### config.mk
export PLATFORM = sky130hd
export DESIGN_NAME = sync_pattern_tx
export DESIGN_NICKNAME = d
export VERILOG_FILES = /design/src/rtl/sync_pattern_pkg.sv /design/src/rtl/stuff_tracker.sv /design/src/rtl/sync_pattern_tx.sv
export SDC_FILE = /design/constraint.sdc
export NUM_CORES = 1
export LEC_CHECK = 0
export CORE_ASPECT_RATIO = 0.75
export CORE_UTILIZATION = 50
export DETAILED_ROUTE_END_ITERATION = 8
export PLACE_DENSITY = 0.78
export SETUP_SLACK_MARGIN = 0.1
export SYNTH_ARGS = -nofsm -noshare
export SYNTH_HDL_FRONTEND = slang
export SYNTH_SLANG_ARGS = --single-unit
### constraint.sdc
create_clock -name clk -period 1.9 [get_ports clk]
set_input_delay 0.285 -clock clk [delete_from_list [all_inputs] [get_ports clk]]
set_output_delay 0.285 -clock clk [all_outputs]
set_load 0.03 [all_outputs]
### src/rtl/sync_pattern_pkg.sv
// Shared constants, state type and sync-word lookup for the sync pattern transmitter.
package sync_pattern_pkg;

  localparam int unsigned SYNC_LEN   = 4;
  localparam logic [SYNC_LEN-1:0] SYNC_WORD = 4'b1011;
  localparam int unsigned SYNC_IDX_W = $clog2(SYNC_LEN);
  localparam int unsigned HIST_W     = 3;
  // History that forces a stuff bit: the next bit would otherwise be able to complete 1011.
  localparam logic [HIST_W-1:0] STUFF_PAT = 3'b101;

  typedef enum logic [2:0] {
    IDLE,
    SYNC,
    DATA,
    STUFF,
    GAP
  } state_e;

  function automatic logic sync_bit(input logic [SYNC_IDX_W-1:0] idx);
    logic [SYNC_IDX_W-1:0] pos;
    pos = SYNC_IDX_W'(SYNC_LEN - 1) - idx;
    return SYNC_WORD[pos];
  endfunction

endpackage

### src/rtl/stuff_tracker.sv
// Tracks the last three payload-line bits and flags when a stuff bit must be inserted.
module stuff_tracker
  import sync_pattern_pkg::*;
(
  input  logic clk,
  input  logic rst,
  input  logic clear,
  input  logic shift_en,
  input  logic bit_in,
  output logic stuff_req
);

  logic [HIST_W-1:0] hist_q, hist_d;
  logic              stuff_q;

  always_comb begin
    hist_d = hist_q;
    if (clear) begin
      hist_d = '0;
    end else if (shift_en) begin
      hist_d = {hist_q[HIST_W-2:0], bit_in};
    end
  end

  // Flag is registered from the next history so it lines up with the bit now on the line.
  always_ff @(posedge clk) begin
    if (rst) begin
      hist_q  <= '0;
      stuff_q <= 1'b0;
    end else begin
      hist_q  <= hist_d;
      stuff_q <= (hist_d == STUFF_PAT);
    end
  end

  assign stuff_req = stuff_q;

endmodule

### src/rtl/sync_pattern_tx.sv
// Serial frame transmitter: sync word 1011, bit-stuffed payload MSB first, one gap cycle.
module sync_pattern_tx
  import sync_pattern_pkg::*;
#(
  parameter int unsigned DATA_W = 8
) (
  input  logic              clk,
  input  logic              rst,
  input  logic              tx_valid,
  input  logic [DATA_W-1:0] tx_data,
  output logic              tx_ready,
  output logic              serial_out,
  output logic              frame_active,
  output logic              done
);

  localparam int unsigned CNT_W = $clog2(DATA_W + 1);

  state_e                  state_q, state_d;
  logic [SYNC_IDX_W-1:0]   idx_q, idx_d;
  logic [CNT_W-1:0]        cnt_q, cnt_d;
  logic [DATA_W-1:0]       sh_q, sh_d;
  logic                    ser_q, ser_d;
  logic                    act_q, act_d;
  logic                    done_q, done_d;
  logic                    rdy_q, rdy_d;
  logic                    clr_c, shen_c, stuff_req_c;

  stuff_tracker u_stuff (
    .clk      (clk),
    .rst      (rst),
    .clear    (clr_c),
    .shift_en (shen_c),
    .bit_in   (ser_d),
    .stuff_req(stuff_req_c)
  );

  // Next-state logic: registered outputs describe the bit that will be on the line next cycle.
  always_comb begin
    state_d = state_q;
    idx_d   = idx_q;
    cnt_d   = cnt_q;
    sh_d    = sh_q;
    ser_d   = 1'b0;
    act_d   = 1'b0;
    done_d  = 1'b0;
    rdy_d   = 1'b0;
    clr_c   = 1'b0;
    shen_c  = 1'b0;
    unique case (state_q)
      IDLE: begin
        rdy_d = 1'b1;
        if (tx_valid && rdy_q) begin
          state_d = SYNC;
          idx_d   = '0;
          cnt_d   = '0;
          sh_d    = tx_data;
          ser_d   = sync_bit('0);
          act_d   = 1'b1;
          rdy_d   = 1'b0;
          clr_c   = 1'b1;
        end
      end
      SYNC: begin
        act_d = 1'b1;
        if (idx_q == SYNC_IDX_W'(SYNC_LEN - 1)) begin
          state_d = DATA;
          ser_d   = sh_q[DATA_W-1];
          sh_d    = sh_q << 1;
          cnt_d   = CNT_W'(1);
          shen_c  = 1'b1;
        end else begin
          idx_d = idx_q + SYNC_IDX_W'(1);
          ser_d = sync_bit(idx_q + SYNC_IDX_W'(1));
        end
      end
      DATA, STUFF: begin
        if (cnt_q == CNT_W'(DATA_W)) begin
          state_d = GAP;
          done_d  = 1'b1;
        end else if (stuff_req_c) begin
          state_d = STUFF;
          act_d   = 1'b1;
          shen_c  = 1'b1;
        end else begin
          state_d = DATA;
          act_d   = 1'b1;
          ser_d   = sh_q[DATA_W-1];
          sh_d    = sh_q << 1;
          cnt_d   = cnt_q + CNT_W'(1);
          shen_c  = 1'b1;
        end
      end
      GAP: begin
        state_d = IDLE;
        rdy_d   = 1'b1;
      end
      default: state_d = IDLE;
    endcase
  end

  always_ff @(posedge clk) begin
    if (rst) begin
      state_q <= IDLE;
      idx_q   <= '0;
      cnt_q   <= '0;
      sh_q    <= '0;
      ser_q   <= 1'b0;
      act_q   <= 1'b0;
      done_q  <= 1'b0;
      rdy_q   <= 1'b0;
    end else begin
      state_q <= state_d;
      idx_q   <= idx_d;
      cnt_q   <= cnt_d;
      sh_q    <= sh_d;
      ser_q   <= ser_d;
      act_q   <= act_d;
      done_q  <= done_d;
      rdy_q   <= rdy_d;
    end
  end

  assign tx_ready     = rdy_q;
  assign serial_out   = ser_q;
  assign frame_active = act_q;
  assign done         = done_q;

endmodule

==> metrics.md <==
| Metric | Value |
|---|---|
| Outcome | `finished clean` |
| Cell-internal power | `about 0.7 mW` |
| CP Class | `register to register` |
| Die area | `roughly 2600 µm²` |
| Register bit total from synthesis | `25` |
| DR WL/cell | `14.5 µm` |
| Synth-to-layout area growth | `21.9%` |
| Total gr overflow | `0` |
| CTS clk-pin slew, worst paths | `0.14 ns` |
| Row count | `15` |
| Via density | `5.73` |
| Clock buffer depth | `2` |
| Sw frac | `0.281` |
| Detailed Route Iter0 Violations | `between 40 and 50` |
| Fin cells | `184` |
| Top Ports | `15` |
| YS warnings | `0` |
| Effective utilization at floorplan | `0.531` |
| Post-synthesis sequential area ratio | `0.412` |
| Avg Inst Size Synth | `between 9 and 10 µm²` |
| Max Clk Rate | `554 MHz` |
| Arrival time at the worst endpoint | `~2 ns` |
| Post-Place Cells | `roughly 180` |
| Leak | `0.537 nW` |
| Seq pwr share | `0.572` |
| CP Data Required Time | `2.16 ns` |
| CORE AREA | `roughly 2300 µm²` |
| Antenna Cells | `0` |
| Synth cell types | `38` |
| Slew headroom | `0.604` |
| Worst Max-Slew Pin Slew | `0.594 ns` |
| Final number of max-transition violations | `0` |
| Commonest non-fill, non-tap cells in the layout | `23 x dfxtp_1, 14 x a21oi_1, 14 x clkdlybuf4s50_1` |
| Vias after detailed routing | `1055` |
| Largest area contributor in the netlist | `dfxtp_1` |
| First-pass DRT Iterations | `4` |
| Combinational power share | `0.179` |
| Layout cells sized above 1 | `0.160` |
| Syn_nets | `approximately 150` |
| Die W | `59.0 µm` |
| Drt total wl | `~2700 µm` |
| Startpoint types | `register` |
| Crit. End Element | `register` |
| Root Driver | `clkbuf_4` |
| Initial antenna violation count | `0` |
| Cells after synthesis | `132` |
| Synth Cell Area | `1220 µm²` |
| # DRC | `0` |
| All-Layer GR Usage | `0.216` |
| Fin crit period | `1.80 ns` |
| Psw | `0.281 mW` |
| Yosys top cell area share | `0.412` |
| Die Y | `44.7 µm` |
| Final Hold Vio Count | `0` |
| CTS tree | `done` |
| Period utilisation layout | `0.950` |
| Vias in the first global route | `about 950` |
| Top cells by area, synth | `dfxtp_1 41%, mux2i_1 8.2%, a211oi_1 6.2%` |
| First-pass GRT wire length | `4170 µm` |
| Final setup violation count | `0` |
| Clock skew | `0.00787 ns` |
| RSZ-0062 raised after global routing | `yes` |
| Total negative slack | `0 ns` |
| Most common cell after layout, fill and taps aside | `dfxtp_1` |
| Clock share of power | `0.248` |
| Count of input and output buffers | `14` |
| Max-Cap Viols | `0` |
| IR drop worst, VDD | `0.397 mV` |
| Final HPWL DP | `1870 µm` |
| Final #Nets | `approximately 170` |
| RD Place Congestion | `0.865` |
| Min-Delay Path Class | `register to register` |
| H-tree depth | `1` |
| Clk sinks | `25` |
| Clk Latency, worst-skew pair | `0.33 ns` |
| Worst-path maximum fanout | `5` |
| Total CTS buffers | `3` |
| Final antenna-violating net count | `0` |
| PwrDens | `673 nW/µm²` |
| Largest net degree at the start of global routing | `16` |
-- synth_stat cells (all sizes together) --
cell	n
a2111oi	1
o22ai	1
nand4b	2
buf	5
nand3	2
nor3	2
a21oi	15
mux2	1
or3	1
nor2	11
o21bai	1
nor4b	1
o31ai	1
a211oi	12
nand3b	4
ha	4
and3b	2
a22oi	1
or4b	1
o21ai	2
dfxtp	25
nor4	1
clkbuf	3
o211a	1
mux2i	10
nand2	8
a31oi	2
or4bb	1
nand4	1
nand2b	3
o21a	1
inv	4
a21o	2
-- area by class of cell --
class,instances,area (µm²)
fill,206,807
clock buffer,3,22.5
timing repair buffer,22,200
tap,34,42.5
inverter,4,15.0
clock inverter,1,7.51
sequential,25,503
multi-input combinational,95,692
-- path summary, 6_finish.rpt --
| path | startpoint | to | slack [ns] | cells past startpoint |
|---|---|---|---|---|
| worst max register to register | cnt_q[0] | u_stuff.hist_q[0] | 0.1 | 6 |
| worst min-delay path | idx_q[0] | idx_q[0] | 0.50 | 2 |
| worst max-delay path | cnt_q[0] | u_stuff.hist_q[0] | 0.1 | 6 |
| worst min register to register | idx_q[0] | idx_q[0] | 0.50 | 2 |
-- power groups by stage --
stage	clock network, mW	registers (mW)	logic, mW
global placement	0	0.580	0.164
finish	0.248	0.571	0.179
detailed placement	0	0.582	0.170
CTS	0.257	0.570	0.173
global route	0.277	0.575	0.194
floorplan	0	0.587	0.101
-- kinds of logic (layout without fill, tap and decap cells) --
family	count (synthesis)	in the layout	share of synthesized area
AND/OR/NAND/NOR	40	40	0.186
adder cells (fa/ha/maj)	4	4	0.0412
buffers and inverters	12	30	0.0463
multiplexers	11	11	0.0916
AO/OA/AOI/OAI	40	40	0.223
flip-flops	25	25	0.412
-- sequential cells by signal, indices dropped and copies added, names as in the netlist --
signal / count
sh_q: 8
done: 1
cnt_q: 4
idx_q: 2
tx_ready: 1
state_q: 3
u_stuff.hist_q: 3
frame_active: 1
u_stuff.stuff_req: 1
serial_out: 1
-- critical path, stage by stage, from the launching register on --
cell	delay (ns)
dfxtp_2	0.35
inv_1	0.05
ha_1	0.20
and3b_2	0.26
or4b_4	0.53
o211a_4	0.17
a211oi_2	0.17
-- through the flow --
stage	setup slack (ns)	power (mW)	cell area [µm²]	utilization	hold slack, ns
global route	0.0186	1.05	1480	0.648	0.528
detailed placement	0.0665	0.752	1400	0.609	0.471
global placement	0.128	0.744	1400	0.609	0.457
finish	0.0959	0.998	1480	0.648	0.497
CTS	0.128	1.00	1450	0.634	0.493
floorplan	0.130	0.688	1220	-	0.448
-- repair_timing --
item | in CTS | in global routing
resized for setup | 6 | 3
hold buffers | 0 | 0
endpoints found under the setup margin | 5 | 12
pin swaps | 0 | 0
buffers inserted | 1 | 2
-- routing by layer --
| metal | vias up | global-route usage | wire length [µm] |
|---|---|---|---|
| met1 | 506 | 0.264 | 1230 |
| met2 | 20 | 0.364 | 1280 |
| met3 | 6 | 0.0516 | 114 |
| met5 | - | 0 | 0 |
| li1 | 523 | - | - |
| met4 | 0 | 0.100 | 45 |
(Power assumes the default switching activity.)
